==> config.mk <==
export PLATFORM = sky130hd
export DESIGN_NAME = tpu_job_sched_flat
export DESIGN_NICKNAME = d
export VERILOG_FILES = /design/src/rtl/tpu_job_sched_if.sv /design/src/rtl/tpu_job_sched.sv /design/src/flat_wrapper.sv
export SDC_FILE = /design/constraint.sdc
export NUM_CORES = 1
export LEC_CHECK = 0
export ABC_CLOCK_PERIOD_IN_PS = 2520
export BUFFER_PORTS_ARGS = -buffer_cell sky130_fd_sc_hd__buf_2
export CORE_MARGIN = 2
export CORE_UTILIZATION = 42
export DETAILED_ROUTE_END_ITERATION = 10
export MAX_ROUTING_LAYER = met4
export PLACE_DENSITY = 0.63
export SLEW_MARGIN = 15
export SYNTH_ARGS = -nofsm -noshare
export SYNTH_HDL_FRONTEND = slang
export SYNTH_SLANG_ARGS = --single-unit
==> constraint.sdc <==
create_clock -name clk_i -period 2.52 [get_ports clk_i]
set_input_delay 0.252 -clock clk_i [delete_from_list [all_inputs] [get_ports clk_i]]
set_output_delay 0.252 -clock clk_i [all_outputs]
set_load 0.005 [all_outputs]
==> src/rtl/tpu_job_sched_if.sv <==
// Bundle of the host command, tpu control/config, completion and status signals of tpu_job_sched.
// Latency: none; this is plain wiring between the scheduler and its neighbours.
// Backpressure: carries cmd valid/ready and done valid/ready handshakes unchanged.
interface tpu_job_sched_if #(
    parameter int ADDR_WIDTH = 12,
    parameter int DEPTH      = 4
);
    logic                  cmd_valid_i;
    logic                  cmd_ready_o;
    logic [ADDR_WIDTH-1:0] cmd_m_i;
    logic [ADDR_WIDTH-1:0] cmd_k_i;
    logic [ADDR_WIDTH-1:0] cmd_n_i;
    logic [ADDR_WIDTH-1:0] cmd_base_a_i;
    logic [ADDR_WIDTH-1:0] cmd_base_b_i;
    logic [ADDR_WIDTH-1:0] cmd_base_p_i;
    logic [3:0]            cmd_tag_i;

    logic                  tpu_start_o;
    logic                  tpu_valid_i;
    logic [ADDR_WIDTH-1:0] tpu_m_o;
    logic [ADDR_WIDTH-1:0] tpu_k_o;
    logic [ADDR_WIDTH-1:0] tpu_n_o;
    logic [ADDR_WIDTH-1:0] tpu_base_a_o;
    logic [ADDR_WIDTH-1:0] tpu_base_b_o;
    logic [ADDR_WIDTH-1:0] tpu_base_p_o;

    logic                  done_valid_o;
    logic                  done_ready_i;
    logic [3:0]            done_tag_o;
    logic [1:0]            done_status_o;

    logic                  busy_o;
    logic [$clog2(DEPTH):0] pending_o;
    logic                  hang_o;

    // Scheduler side.
    modport slave (
        input  cmd_valid_i, cmd_m_i, cmd_k_i, cmd_n_i,
               cmd_base_a_i, cmd_base_b_i, cmd_base_p_i, cmd_tag_i,
               tpu_valid_i, done_ready_i,
        output cmd_ready_o, tpu_start_o,
               tpu_m_o, tpu_k_o, tpu_n_o, tpu_base_a_o, tpu_base_b_o, tpu_base_p_o,
               done_valid_o, done_tag_o, done_status_o,
               busy_o, pending_o, hang_o
    );

    // Host / tpu side.
    modport master (
        output cmd_valid_i, cmd_m_i, cmd_k_i, cmd_n_i,
               cmd_base_a_i, cmd_base_b_i, cmd_base_p_i, cmd_tag_i,
               tpu_valid_i, done_ready_i,
        input  cmd_ready_o, tpu_start_o,
               tpu_m_o, tpu_k_o, tpu_n_o, tpu_base_a_o, tpu_base_b_o, tpu_base_p_o,
               done_valid_o, done_tag_o, done_status_o,
               busy_o, pending_o, hang_o
    );
endinterface

==> src/rtl/tpu_job_sched.sv <==
// Purpose: queues tpu matmul jobs, launches one at a time, returns tagged completion records; TPU_SCHED_TIMEOUT_EN adds a WAIT watchdog.
// Latency: job accepted at edge N pops at N+1, start pulse in the cycle after N+1; completion visible from the edge that sees tpu valid.
// Backpressure: cmd_ready_o low when FIFO full or hung; completion record held stable until done_ready_i.
module tpu_job_sched #(
    parameter int ADDR_WIDTH     = 12,
    parameter int DEPTH          = 4,
    parameter int TIMEOUT_CYCLES = 4096
) (
    input  logic           clk_i,
    input  logic           rst_ni,
    tpu_job_sched_if.slave bus
);
    localparam int PW = $clog2(DEPTH);
    localparam int CW = PW + 1;

    typedef enum logic [2:0] {S_IDLE, S_LAUNCH, S_WAIT, S_REPORT, S_HALT} state_t;

    typedef struct packed {
        logic [ADDR_WIDTH-1:0] m;
        logic [ADDR_WIDTH-1:0] k;
        logic [ADDR_WIDTH-1:0] n;
        logic [ADDR_WIDTH-1:0] base_a;
        logic [ADDR_WIDTH-1:0] base_b;
        logic [ADDR_WIDTH-1:0] base_p;
        logic [3:0]            tag;
    } job_t;

    if (DEPTH < 2 || (DEPTH & (DEPTH - 1)) != 0 || TIMEOUT_CYCLES < 2) begin : g_bad_param
        $error("tpu_job_sched: DEPTH must be a power of two >= 2 and TIMEOUT_CYCLES >= 2");
    end

    state_t         state_q, state_d;
    job_t           fifo_q [DEPTH];
    job_t           fifo_d [DEPTH];
    logic [PW-1:0]  wr_ptr_q, wr_ptr_d;
    logic [PW-1:0]  rd_ptr_q, rd_ptr_d;
    logic [CW-1:0]  count_q, count_d;
    logic           init_q, init_d;
    job_t           cfg_q, cfg_d;
    logic           armed_q, armed_d;
    logic           start_q, start_d;
    logic           done_vld_q, done_vld_d;
    logic [1:0]     status_q, status_d;
    logic           hang;
    logic           push;
    logic           pop;
    job_t           head;

`ifdef TPU_SCHED_TIMEOUT_EN
    localparam int TW = $clog2(TIMEOUT_CYCLES);
    logic [TW-1:0]  tmo_q, tmo_d;
    logic           hang_q, hang_d;
    assign hang = hang_q;
`else
    assign hang = 1'b0;
`endif

    // init_q keeps cmd_ready_o low while reset is asserted and until the first clock after release.
    assign bus.cmd_ready_o = init_q && (count_q < CW'(DEPTH)) && !hang;
    assign push            = bus.cmd_valid_i && bus.cmd_ready_o;
    assign pop             = (state_q == S_IDLE) && (count_q != '0);
    assign head            = fifo_q[rd_ptr_q];

    // FIFO bookkeeping plus scheduler FSM next-state and registered-output logic.
    always_comb begin
        state_d    = state_q;
        fifo_d     = fifo_q;
        wr_ptr_d   = wr_ptr_q;
        rd_ptr_d   = rd_ptr_q;
        count_d    = count_q;
        init_d     = 1'b1;
        cfg_d      = cfg_q;
        armed_d    = armed_q;
        start_d    = 1'b0;
        done_vld_d = done_vld_q;
        status_d   = status_q;
`ifdef TPU_SCHED_TIMEOUT_EN
        tmo_d      = tmo_q;
        hang_d     = hang_q;
`endif

        if (push) begin
            fifo_d[wr_ptr_q] = '{m: bus.cmd_m_i, k: bus.cmd_k_i, n: bus.cmd_n_i,
                                 base_a: bus.cmd_base_a_i, base_b: bus.cmd_base_b_i,
                                 base_p: bus.cmd_base_p_i, tag: bus.cmd_tag_i};
            wr_ptr_d = wr_ptr_q + PW'(1);
        end
        if (pop) begin
            rd_ptr_d = rd_ptr_q + PW'(1);
        end
        case ({push, pop})
            2'b10:   count_d = count_q + CW'(1);
            2'b01:   count_d = count_q - CW'(1);
            default: count_d = count_q;
        endcase

        case (state_q)
            S_IDLE: begin
                if (pop) begin
                    cfg_d   = head;
                    armed_d = 1'b0;
                    if (head.m == '0 || head.k == '0 || head.n == '0) begin
                        // Malformed job: report straight away, the core never sees it.
                        state_d    = S_REPORT;
                        done_vld_d = 1'b1;
                        status_d   = 2'b01;
                    end else begin
                        state_d = S_LAUNCH;
                        start_d = 1'b1;
                    end
                end
            end
            S_LAUNCH: begin
                state_d = S_WAIT;
`ifdef TPU_SCHED_TIMEOUT_EN
                tmo_d   = '0;
`endif
            end
            S_WAIT: begin
                if (armed_q && bus.tpu_valid_i) begin
                    state_d    = S_REPORT;
                    done_vld_d = 1'b1;
                    status_d   = 2'b00;
                end else begin
                    // A valid level still high from the previous job is ignored until it has dropped once.
                    if (!bus.tpu_valid_i) begin
                        armed_d = 1'b1;
                    end
`ifdef TPU_SCHED_TIMEOUT_EN
                    if (tmo_q == TW'(TIMEOUT_CYCLES - 1)) begin
                        state_d    = S_REPORT;
                        done_vld_d = 1'b1;
                        status_d   = 2'b10;
                        hang_d     = 1'b1;
                    end else begin
                        tmo_d = tmo_q + TW'(1);
                    end
`endif
                end
            end
            S_REPORT: begin
                if (bus.done_ready_i) begin
                    done_vld_d = 1'b0;
                    state_d    = (status_q == 2'b10) ? S_HALT : S_IDLE;
                end
            end
            S_HALT: begin
                state_d = S_HALT;
            end
            default: begin
                state_d = S_IDLE;
            end
        endcase
    end

    // State, FIFO and registered outputs; reset drops queued jobs and any pending completion.
    always_ff @(posedge clk_i or negedge rst_ni) begin
        if (!rst_ni) begin
            state_q    <= S_IDLE;
            for (int i = 0; i < DEPTH; i++) begin
                fifo_q[i] <= '0;
            end
            wr_ptr_q   <= '0;
            rd_ptr_q   <= '0;
            count_q    <= '0;
            init_q     <= 1'b0;
            cfg_q      <= '0;
            armed_q    <= 1'b0;
            start_q    <= 1'b0;
            done_vld_q <= 1'b0;
            status_q   <= 2'b00;
        end else begin
            state_q    <= state_d;
            fifo_q     <= fifo_d;
            wr_ptr_q   <= wr_ptr_d;
            rd_ptr_q   <= rd_ptr_d;
            count_q    <= count_d;
            init_q     <= init_d;
            cfg_q      <= cfg_d;
            armed_q    <= armed_d;
            start_q    <= start_d;
            done_vld_q <= done_vld_d;
            status_q   <= status_d;
        end
    end

`ifdef TPU_SCHED_TIMEOUT_EN
    // Watchdog counter and sticky hang flag.
    always_ff @(posedge clk_i or negedge rst_ni) begin
        if (!rst_ni) begin
            tmo_q  <= '0;
            hang_q <= 1'b0;
        end else begin
            tmo_q  <= tmo_d;
            hang_q <= hang_d;
        end
    end
`endif

    assign bus.tpu_start_o   = start_q;
    assign bus.tpu_m_o       = cfg_q.m;
    assign bus.tpu_k_o       = cfg_q.k;
    assign bus.tpu_n_o       = cfg_q.n;
    assign bus.tpu_base_a_o  = cfg_q.base_a;
    assign bus.tpu_base_b_o  = cfg_q.base_b;
    assign bus.tpu_base_p_o  = cfg_q.base_p;
    assign bus.done_valid_o  = done_vld_q;
    assign bus.done_tag_o    = cfg_q.tag;
    assign bus.done_status_o = status_q;
    assign bus.busy_o        = (state_q != S_IDLE);
    assign bus.pending_o     = count_q;
    assign bus.hang_o        = hang;
endmodule
==> src/flat_wrapper.sv <==
// flat-port wrapper written by rule: the top's interface ports become plain ports
module tpu_job_sched_flat 
#(
    parameter int ADDR_WIDTH     = 12,
    parameter int DEPTH          = 4,
    parameter int TIMEOUT_CYCLES = 4096
)
  (clk_i, rst_ni, bus_cmd_valid_i, bus_cmd_m_i, bus_cmd_k_i, bus_cmd_n_i, bus_cmd_base_a_i, bus_cmd_base_b_i, bus_cmd_base_p_i, bus_cmd_tag_i, bus_tpu_valid_i, bus_done_ready_i, bus_cmd_ready_o, bus_tpu_start_o, bus_tpu_m_o, bus_tpu_k_o, bus_tpu_n_o, bus_tpu_base_a_o, bus_tpu_base_b_o, bus_tpu_base_p_o, bus_done_valid_o, bus_done_tag_o, bus_done_status_o, bus_busy_o, bus_pending_o, bus_hang_o);
  tpu_job_sched_if #(.ADDR_WIDTH(ADDR_WIDTH), .DEPTH(DEPTH)) bus_i ();
  input  logic clk_i;
  input  logic rst_ni;
  input wire logic [$bits(bus_i.cmd_valid_i)-1:0] bus_cmd_valid_i;
  input wire logic [$bits(bus_i.cmd_m_i)-1:0] bus_cmd_m_i;
  input wire logic [$bits(bus_i.cmd_k_i)-1:0] bus_cmd_k_i;
  input wire logic [$bits(bus_i.cmd_n_i)-1:0] bus_cmd_n_i;
  input wire logic [$bits(bus_i.cmd_base_a_i)-1:0] bus_cmd_base_a_i;
  input wire logic [$bits(bus_i.cmd_base_b_i)-1:0] bus_cmd_base_b_i;
  input wire logic [$bits(bus_i.cmd_base_p_i)-1:0] bus_cmd_base_p_i;
  input wire logic [$bits(bus_i.cmd_tag_i)-1:0] bus_cmd_tag_i;
  input wire logic [$bits(bus_i.tpu_valid_i)-1:0] bus_tpu_valid_i;
  input wire logic [$bits(bus_i.done_ready_i)-1:0] bus_done_ready_i;
  output wire logic [$bits(bus_i.cmd_ready_o)-1:0] bus_cmd_ready_o;
  output wire logic [$bits(bus_i.tpu_start_o)-1:0] bus_tpu_start_o;
  output wire logic [$bits(bus_i.tpu_m_o)-1:0] bus_tpu_m_o;
  output wire logic [$bits(bus_i.tpu_k_o)-1:0] bus_tpu_k_o;
  output wire logic [$bits(bus_i.tpu_n_o)-1:0] bus_tpu_n_o;
  output wire logic [$bits(bus_i.tpu_base_a_o)-1:0] bus_tpu_base_a_o;
  output wire logic [$bits(bus_i.tpu_base_b_o)-1:0] bus_tpu_base_b_o;
  output wire logic [$bits(bus_i.tpu_base_p_o)-1:0] bus_tpu_base_p_o;
  output wire logic [$bits(bus_i.done_valid_o)-1:0] bus_done_valid_o;
  output wire logic [$bits(bus_i.done_tag_o)-1:0] bus_done_tag_o;
  output wire logic [$bits(bus_i.done_status_o)-1:0] bus_done_status_o;
  output wire logic [$bits(bus_i.busy_o)-1:0] bus_busy_o;
  output wire logic [$bits(bus_i.pending_o)-1:0] bus_pending_o;
  output wire logic [$bits(bus_i.hang_o)-1:0] bus_hang_o;
  assign bus_i.cmd_valid_i = bus_cmd_valid_i;
  assign bus_i.cmd_m_i = bus_cmd_m_i;
  assign bus_i.cmd_k_i = bus_cmd_k_i;
  assign bus_i.cmd_n_i = bus_cmd_n_i;
  assign bus_i.cmd_base_a_i = bus_cmd_base_a_i;
  assign bus_i.cmd_base_b_i = bus_cmd_base_b_i;
  assign bus_i.cmd_base_p_i = bus_cmd_base_p_i;
  assign bus_i.cmd_tag_i = bus_cmd_tag_i;
  assign bus_i.tpu_valid_i = bus_tpu_valid_i;
  assign bus_i.done_ready_i = bus_done_ready_i;
  assign bus_cmd_ready_o = bus_i.cmd_ready_o;
  assign bus_tpu_start_o = bus_i.tpu_start_o;
  assign bus_tpu_m_o = bus_i.tpu_m_o;
  assign bus_tpu_k_o = bus_i.tpu_k_o;
  assign bus_tpu_n_o = bus_i.tpu_n_o;
  assign bus_tpu_base_a_o = bus_i.tpu_base_a_o;
  assign bus_tpu_base_b_o = bus_i.tpu_base_b_o;
  assign bus_tpu_base_p_o = bus_i.tpu_base_p_o;
  assign bus_done_valid_o = bus_i.done_valid_o;
  assign bus_done_tag_o = bus_i.done_tag_o;
  assign bus_done_status_o = bus_i.done_status_o;
  assign bus_busy_o = bus_i.busy_o;
  assign bus_pending_o = bus_i.pending_o;
  assign bus_hang_o = bus_i.hang_o;
  tpu_job_sched #(.ADDR_WIDTH(ADDR_WIDTH), .DEPTH(DEPTH), .TIMEOUT_CYCLES(TIMEOUT_CYCLES)) u_core (.clk_i(clk_i), .rst_ni(rst_ni), .bus(bus_i));
endmodule
==> results of run 1 <==
==> layout make-up <==
class	count	area share (%)
flip-flops and latches	395	48.4
repair buffers	274	10.0
diodes	1	0.0122
multi-input cells	523	31.6
clock inverters	9	0.496
clock buffers	65	6.11
inverters	7	0.129
well taps	525	3.21
==> metrics by stage <==
step	cells	utilization (%)
floorplan	990	-
global placement	1646	46.4
detailed placement	1646	46.4
CTS	1798	51.8
global route	1798	51.8
finish	1799	51.8
==> metal layers <==
layer	vias up	part of all wire, %	global-route usage [%]
met1	5099	45	24.7
met4	0	1.9	5.21
met2	156	48	29.7
li1	4167	-	-
met5	-	0	-
met3	50	4.2	3.47
==> worst max path at each step <==
stage | start | to | slack [ns] | cells after the start
global route | u_core.rd_ptr_q[0]$_DFFE_PN0N_ | u_core.bus.done_valid_o$_DFFE_PN0P_ | 0.08 | 6
finish | u_core.rd_ptr_q[0]$_DFFE_PN0N_ | u_core.bus.done_valid_o$_DFFE_PN0P_ | 0.22 | 6
global placement | u_core.rd_ptr_q[0]$_DFFE_PN0N_ | u_core.state_q[1]$_DFFE_PN0P_ | 0.17 | 6
CTS | u_core.rd_ptr_q[0]$_DFFE_PN0N_ | u_core.bus.done_valid_o$_DFFE_PN0P_ | 0.13 | 6
floorplan | u_core.state_q[2]$_DFFE_PN0P_ | u_core.bus.pending_o[2]$_DFFE_PN0P_ | 0.01 | 12
detailed placement | u_core.rd_ptr_q[0]$_DFFE_PN0N_ | u_core.state_q[1]$_DFFE_PN0P_ | 0.14 | 6
==> tightest hold or removal path: cells and delay by family <==
| family | cells | cell delay, ns |
|---|---|---|
| compound gates | 2 | 0.21 |
| buf+inv | 1 | 0.11 |
| simple gates | 1 | 0.04 |
==> power breakdown <==
group,switching [uW],total (uW),internal (uW)
Clock,2480,6080,3610
Sequential,1670,11100,9460
Combinational,3340,8930,5590
==> synthesized netlist by cell type (all sizes together) <==
library cell	n
nand2	11
a21oi	1
o22a	1
and2	2
or3	1
dfrtp	395
o311a	2
o31a	1
mux4	76
nor3	4
xor2	3
fa	1
nand3	4
conb	2
mux2i	1
ha	5
o21bai	1
mux2	380
o31ai	1
nor4	9
o21ai	4
nor2b	1
xnor2	3
buf	58
clkbuf	7
a31oi	2
nor2	6
inv	7
==> state kept, by name, summed over array words and instances, names as in the netlist <==
signal and count:
u_core.fifo_q 304, u_core.bus.tpu_base_a_o 12, u_core.bus.tpu_base_b_o 12, u_core.bus.tpu_base_p_o 12, u_core.bus.tpu_k_o 12, u_core.bus.tpu_m_o 12
u_core.bus.tpu_n_o 12, u_core.bus.done_tag_o 4, u_core.bus.pending_o 3, u_core.state_q 3, u_core.rd_ptr_q 2, u_core.wr_ptr_q 2
u_core.armed_q 1, u_core.bus.done_status_o 1, u_core.bus.done_valid_o 1, u_core.bus.tpu_start_o 1, u_core.init_q 1
==> logic make-up (layout without fill, tap and decap cells) <==
kind of cell	Yosys count	after routing	synth area share (%)
XOR/XNOR	6	6	0.315
AND/OR/NAND/NOR	38	38	1.18
multiplexers	457	457	36.0
AO/OA/AOI/OAI	13	13	0.540
other	2	4	0.0450
adder cells (fa/ha/maj)	6	6	0.495
buffers and inverters	72	355	2.23
flip-flops	395	395	59.2
==> placed cells by master, fill, tap and decap left out, drive strengths merged, types with 3 or more instances in the layout <==
cell type    count
nor2             6
ha               5
nand3            4
clkbuf          65
xnor2            3
o21ai            4
nor4             9
buf            196
clkinv           5
conb             3
inv              8
nor3             4
dfrtp          395
mux2           380
xor2             3
mux4            76
nand2           11
dlygate4sd3     78
==> what timing repair did <==
action | in CTS | in global routing
endpoints found under the hold margin | 359 | 0
setup buffers | 0 | 0
hold buffers | 78 | 0
==> impl_results.md, run 1 <==
- Max VDD drop: 0.000632 V
- Multi-input logic area: 6460 um^2
- Worst EP arrival: 2.79 ns
- Clk buf depth: 3
- HPWL Detailed: 22.0 mm
- Worst hold path depth: 4
- Antenna-violating nets left: 0
- Final instance area: 20400 um^2
- Yosys cell types: 34
- GR Util All Layers: 18.7%
- Layout area overhead: 22.5%
- Row count: 73
- Share of the clock period used by the worst path: 91.2%
- Synth warn: 0
- Final net count: 1331
- Power per standard cell area: 1280 nW/um^2
- Die height: 203 um
- Synth Area per Inst: 16.9 um^2
- Yosys reg bits: 395
- DP Area: 18300 um^2
- Share of layout cells above drive strength 1: 55.1%
- Via count of the first global-routing pass: 10.3k
- PnR worst setup slack: 0.222 ns
- Antenna violations before repair: 0
- Worst r2r dst: u_core.bus.done_valid_o$_DFFE_PN0P_
- Startpoint types: register
- Reg2reg setup slack: 0.22 ns
- Final Skew: 0.0144 ns
- Slowest stage delay, CP: 0.56 ns
- Yosys top cell area share: 59.2%
- Die W: 203 um
- CTS Sinks: 395
- Relative slew slack: 50.9%
- R2R Path Start: u_core.rd_ptr_q[0]$_DFFE_PN0N_
- Final Setup Violations: 0
- Max FO, Critical Path: 13
- Die Footprint: 41300 um^2
- Crit end category: register
- Final hold violations: 0
- Final Max Slew Viols: 0
- Achievable frequency: 0.435 GHz
- Placer Congestion: 0.743
- Total CTS buffers: 43
- Worst reg-to-reg path cell count: 6
- Register area share after synthesis: 59.2%
- Synth Instances: 989
- CTS tree: yes
- Worst slew pin tran: 0.737 ns
- Reg area: 9890 um^2
- Area leader, netlist: dfrtp_1
- Leak: 0.00923 uW
- Hold WS: 0.116 ns
- Power Total: 26200 uW
- WP buf/inv: 1
- First-pass GRT wire length: 58.3 mm
- Hold Path Class: in -> reg
- Routed wire length: 35.9 mm
- Synthesized cell area: 16700 um^2
- Fin Setup TNS: 0 ns
- Clk slew on worst S/H paths: 0.06 ns
- RSZ-0062 raised after global routing: no
- WS Path Type: reg -> reg
- DRC: 0
- Worst endpoint required time: 3.01 ns
- Worst-Skew Late Latency: 0.55 ns
- Pin count of the biggest net entering global routing: 81
- Core Box Area: 39500 um^2
- Mean number of vias per cell: 5.27
- Num ports: 167
- Initial DRC Count: 306
- Wire per inst: 19.9 um
- Root Driver: clkbuf_16
- Synth area leaders: dfrtp_1, mux2_2, mux4_2
- Worst hold endpoint: u_core.armed_q$_DFFE_PN0P_
- Via count: 9472
- First-pass DRT Iterations: 4
- Initial core utilization: 42.3%
- Crit-path leading delay family: simple AND/OR/NAND/NOR gates
- GR Overflow Total: 0
- Total of max-cap violations: 0
- Outcome: completed
- Worst path cell trace: buf_4 -> mux4_2 -> nor4_1 -> nand3_1 -> nand3_2 -> o311a_1
- H-tree depth: 2
- Worst hold start: bus_tpu_valid_i
- # port buffers: 164
- Worst path slowest cell: mux4_2
- Final min period: 2.30 ns
- CTS resizes: 0
- Dpl ws: 0.138 ns
- # fillers: 3387
(Power assumes the default switching activity.)
==> run 2: changes to the inputs <==
- CORE_UTILIZATION: 42 -> 47
- PLACE_DENSITY: 0.63 -> 0.69
==> impl_results.md, run 2 (synthesized netlist as in run 1, its figures left out) <==
- Pin count of the biggest net entering global routing: 81 (unchanged)
- Outcome: completed
- Final min period: 2.39 ns (+0.0894 ns)
- WS Path Type: reg -> reg
- Worst slew pin tran: 0.587 ns (-0.150 ns)
- Final Max Slew Viols: 0 (unchanged)
- Layout Cells excl Fill: 1740 (-3.3%)
- Routed wire length: 35.6 mm (-0.84%)
- Relative slew slack: 60.9% (+10 points)
- Power Total: 26800 uW (+2.3%)
- Worst-Skew Late Latency: 0.54 ns (about the same)
- Total CTS buffers: 43 (unchanged)
- Antenna-violating nets left: 0 (unchanged)
- H-tree depth: 2 (unchanged)
- GR Util All Layers: 20.5% (+1.8 points)
- Hold Path Class: in -> reg
- Final net count: 1332 (+0.075%)
- Placer Congestion: 0.767 (+3.2%)
- Most frequent cells in the layout: dfrtp_1, mux2_2, buf_2
- First-pass GRT wire length: 57.0 mm (-2.3%)
- Slowest stage delay, CP: 0.58 ns (+0.02 ns)
- Via count of the first global-routing pass: 10.2k (-0.45%)
- Crit-path leading delay family: simple AND/OR/NAND/NOR gates
- Num ports: 167 (unchanged)
- Final instance area: 20500 um^2 (+0.47%)
- CTS tree: yes
- Commonest non-fill, non-tap cell in the layout: dfrtp_1
- Worst endpoint required time: 2.99 ns (-0.02 ns)
- Placed insts: 1585 (-3.7%)
- First-pass DRT Iterations: 4 (unchanged)
- Mean number of vias per cell: 5.41 (+2.8%)
- Die W: 192 um (-5.4%)
- Share of the clock period used by the worst path: 94.7% (+3.5 points)
- # port buffers: 164 (unchanged)
- Achievable frequency: 0.419 GHz (-3.7%)
- DP Area: 18300 um^2 (-0.31%)
- Leak: 0.00933 uW (+1.0%)
- HPWL Detailed: 22.4 mm (+1.6%)
- Max FO, Critical Path: 18 (+5)
- Top reg by flops: u_core.fifo_q
- RSZ-0062 raised after global routing: no
- Dpl ws: 0.00249 ns (-0.135 ns)
- Die height: 192 um (-5.4%)
- WP buf/inv: 1 (unchanged)
- Total of max-cap violations: 0 (unchanged)
- Initial DRC Count: 327 (+6.9%)
- Crit end category: register
- Max VDD drop: 0.000676 V (+7.0%)
- PnR worst setup slack: 0.133 ns (-0.0894 ns)
- Postcts setup bufs: 0 (unchanged)
- # fillers: 2728 (-19%)
- Startpoint types: register
- DRC: 0 (unchanged)
- Wire per inst: 20.4 um (+2.5%)
- Fin Setup TNS: 0 ns (unchanged)
- Clk buf depth: 3 (unchanged)
- Final Skew: 0.00993 ns (-0.00449 ns)
- Core Box Area: 35200 um^2 (-11%)
- Share of layout cells above drive strength 1: 55.9% (+0.80 points)
- Root Driver: clkbuf_16
- GR Overflow Total: 0 (unchanged)
- Row count: 69 (-5.5%)
- Via count: 9416 (-0.59%)
- Initial core utilization: 47.4% (+5.1 points)
- Antenna violations before repair: 1 (+1)
- Power per standard cell area: 1300 nW/um^2 (+1.8%)
- Final hold violations: 0 (unchanged)
- Die Footprint: 37000 um^2 (-10%)
- Clk slew on worst S/H paths: 0.06 ns (about the same)
- Final Setup Violations: 0 (unchanged)
- Layout area overhead: 23.1%
- Worst path slowest cell: dfrtp_4
- Max FFs per register: 304 (unchanged)
- Worst path cell trace: buf_16 -> mux4_2 -> nor4_1 -> nand3_1 -> nand3_2 -> o311a_1
- CTS Sinks: 395 (unchanged)
- Worst EP arrival: 2.86 ns (+0.07 ns)
run 2: worst paths after layout:
check,cells past startpoint,start,endpoint,slack (ns)
min reg2reg,1,u_core.fifo_q[177]$_DFFE_PN0P_,u_core.fifo_q[177]$_DFFE_PN0P_,0.49
max in group asynchronous,3,rst_ni,u_core.fifo_q[85]$_DFFE_PN0P_,1.38
max,6,u_core.rd_ptr_q[0]$_DFFE_PN0N_,u_core.bus.done_valid_o$_DFFE_PN0P_,0.13
min in group asynchronous,2,rst_ni,u_core.armed_q$_DFFE_PN0P_,0.28
min,2,bus_cmd_k_i[11],u_core.fifo_q[63]$_DFFE_PN0P_,0.03
max reg2reg,6,u_core.rd_ptr_q[0]$_DFFE_PN0N_,u_core.bus.done_valid_o$_DFFE_PN0P_,0.13
run 2: area by class of cell:
type / count / area (um^2) / area share [%]
inverters: 7 / 26.3 / 0.128
clock inverters: 19 / 254 / 1.24
flip-flops and latches: 395 / 9890 / 48.2
clock buffers: 59 / 1240 / 6.03
well taps: 461 / 577 / 2.81
multi-input cells: 523 / 6460 / 31.5
repair buffers: 275 / 2080 / 10.1
diodes: 1 / 2.50 / 0.0122
run 2: metal layers:
layer  share of wire, %  GRT usage (%)  up-vias  wire length, um
li1                   -              -     4164                -
met1                 45           27.3     5014            15900
met2                 48           32.0      184            17100
met3                5.1           4.33       54             1820
met4                2.1           5.73        0              734
met5                  0              -        -                0
run 2: per-stage QoR:
| step | hold slack, ns | utilization, % |
|---|---|---|
| after floorplan | -0.0436 | - |
| after global placement | 0.263 | 51.8 |
| after detailed placement | 0.274 | 51.8 |
| after CTS | 0.00348 | 58.3 |
| after global routing | 0.0123 | 58.3 |
| final | 0.0298 | 58.3 |
run 2: what timing repair did:
item                                    4_1_cts  5_1_grt
gates resized for setup                       1        0
hold endpoints to repair                    343        0
hold buffers                                 75        0
endpoints found under the setup margin        2        0
run 2: power by group:
part	internal, uW	switching (uW)	total, uW
Clock	4050	2510	6560
Sequential	9470	1720	11200
Combinational	5670	3330	9000
Total	19200	7560	26800
==> run 3: changes to the inputs <==
- CORE_UTILIZATION: 47 -> 53
- PLACE_DENSITY: 0.69 -> 0.77
==> impl_results.md, run 3 (synthesized netlist as in run 1, its figures left out) <==
- Outcome: completed
- Final core occ: 64.9% (+6.6 points)
- Die W: 181 um (-5.7%)
- Reg area: 9890 um^2 (unchanged)
- Relative slew slack: 54.8% (-6.1 points)
- Mean number of vias per cell: 5.71 (+5.5%)
- Routed wire length: 34.6 mm (-2.6%)
- Worst reg-to-reg path cell count: 6 (unchanged)
- First-pass DRT Iterations: 5 (+1)
- Clk buf depth: 3 (unchanged)
- Max FFs per register: 304 (unchanged)
- Hold WS: 0.0148 ns (-0.0150 ns)
- Final Setup Violations: 0 (unchanged)
- Root Driver: clkbuf_16
- First-pass GRT wire length: 57.0 mm (about the same)
- Max VDD drop: 0.000713 V (+5.4%)
- GR Overflow Total: 0 (unchanged)
- Pin count of the biggest net entering global routing: 79 (-2.5%)
- Hold Path Class: in -> reg
- Num ports: 167 (unchanged)
- Die Footprint: 32900 um^2 (-11%)
- Final instance area: 20000 um^2 (-2.6%)
- Most frequent cells in the layout: dfrtp_1, mux2_2, buf_2
- Leak: 0.00912 uW (-2.2%)
- Worst hold path depth: 2 (unchanged)
- Final Skew: 0.0150 ns (+0.00505 ns)
- Layout Cells excl Fill: 1637 (-5.9%)
- GR Util All Layers: 22.6% (+2.1 points)
- Crit end category: register
- H-tree depth: 2 (unchanged)
- Placed insts: 1522 (-4.0%)
- Worst EP arrival: 2.76 ns (-0.10 ns)
- Total of max-cap violations: 0 (unchanged)
- Fin Setup TNS: 0 ns (unchanged)
- Total CTS buffers: 42 (-2.3%)
- Initial DRC Count: 455 (+39%)
- Startpoint types: register
- Via count of the first global-routing pass: 10.3k (+0.59%)
- Worst slew pin tran: 0.678 ns (+0.0919 ns)
- Antenna violations before repair: 1 (unchanged)
- Multi-input logic area: 6460 um^2 (unchanged)
- Layout area overhead: 19.9%
- Via count: 9346 (-0.74%)
- DRC: 0 (unchanged)
- Final hold violations: 0 (unchanged)
- # port buffers: 164 (unchanged)
- HPWL Detailed: 21.8 mm (-2.7%)
- Initial core utilization: 54.1% (+6.8 points)
- Share of layout cells above drive strength 1: 57.1% (+1.2 points)
- Share of the clock period used by the worst path: 91.4% (-3.4 points)
- Placer Congestion: 0.731 (-4.7%)
- Achievable frequency: 0.434 GHz (+3.7%)
- Die height: 181 um (-5.7%)
- Antenna-violating nets left: 0 (unchanged)
- Power per standard cell area: 1310 nW/um^2 (+0.61%)
- Row count: 64 (-7.2%)
- # fillers: 2161 (-21%)
- Commonest non-fill, non-tap cell in the layout: dfrtp_1
- RSZ-0062 raised after global routing: no
- Worst-Skew Late Latency: 0.51 ns (-0.03 ns)
- Worst endpoint required time: 2.98 ns (about the same)
- Clk slew on worst S/H paths: 0.06 ns (about the same)
- CTS tree: yes
- Wire per inst: 21.2 um (+3.5%)
- CTS Sinks: 395 (unchanged)
- Top reg by flops: u_core.fifo_q
- DP Area: 18200 um^2 (-0.23%)
- Final min period: 2.30 ns (-0.0848 ns)
- Final Max Slew Viols: 0 (unchanged)
- Core Box Area: 30800 um^2 (-12%)
- Max FO, Critical Path: 29 (+11)
- Final net count: 1299 (-2.5%)
- WS Path Type: reg -> reg
## run 3: cell types whose count changed in the layout (fill, tap and decap cells not counted), sizes merged
cell	change
clkbuf	+2
bufbuf	-1
clkinvlp	-1
inv	+1
diode	+1
bufinv	-3
clkinv	-6
dlygate4sd3	-33
buf	+2
## run 3: worst paths after layout
kind                                           startpoint                           endpoint  slack, ns
hold reg to reg            u_core.fifo_q[182]$_DFFE_PN0P_     u_core.fifo_q[182]$_DFFE_PN0P_       0.49
setup reg to reg           u_core.rd_ptr_q[1]$_DFFE_PN0N_      u_core.state_q[1]$_DFFE_PN0P_       0.22
max in group asynchronous                          rst_ni     u_core.rd_ptr_q[0]$_DFFE_PN0N_       1.35
setup / recovery           u_core.rd_ptr_q[1]$_DFFE_PN0N_      u_core.state_q[1]$_DFFE_PN0P_       0.22
min in group asynchronous                          rst_ni  u_core.bus.tpu_n_o[1]$_DFFE_PN0P_       0.33
hold / removal                            bus_cmd_n_i[11]     u_core.fifo_q[127]$_DFFE_PN0P_       0.01
## run 3: area by class of cell
type | instances | area share [%]
diodes | 2 | 0.0250
inverters | 7 | 0.131
repair buffers | 243 | 8.77
multi-input cells | 523 | 32.3
well taps | 396 | 2.48
clock buffers | 61 | 6.17
clock inverters | 10 | 0.657
flip-flops and latches | 395 | 49.5
## run 3: power breakdown
group | switching, uW | internal (uW)
clock | 2400 | 3690
combinational | 3400 | 5580
sequential | 1680 | 9460
total | 7480 | 18700
## run 3: repair_timing
action,4_1_cts,5_1_grt
setup buffers,0,0
hold buffers,42,0
endpoints found under the hold margin,176,0
resized for setup,0,0
## run 3: critical path, stage by stage, from the launching register on
cell and delay, ns:
dfrtp_4 0.74, buf_12 0.22, mux4_2 0.34, nor4_1 0.39
nand3_1 0.20, nand3_2 0.18, o311a_1 0.15
## run 3: routing by layer
layer / track usage, % / vias to the layer above / part of all wire [%]
met5: - / - / 0
met4: 4.33 / 0 / 1.4
li1: - / 4124 / -
met2: 37.8 / 192 / 50
met3: 4.11 / 54 / 4.6
met1: 29.5 / 4976 / 44
## run 3: per-stage QoR
| stage | worst slack [ns] | total power, uW |
|---|---|---|
| final | 0.218 | 26200 |
| after global routing | 0.0690 | 27800 |
| after CTS | 0.196 | 26500 |
| after floorplan | 0.00990 | 17400 |
| after detailed placement | 0.218 | 20200 |
| after global placement | 0.243 | 19800 |
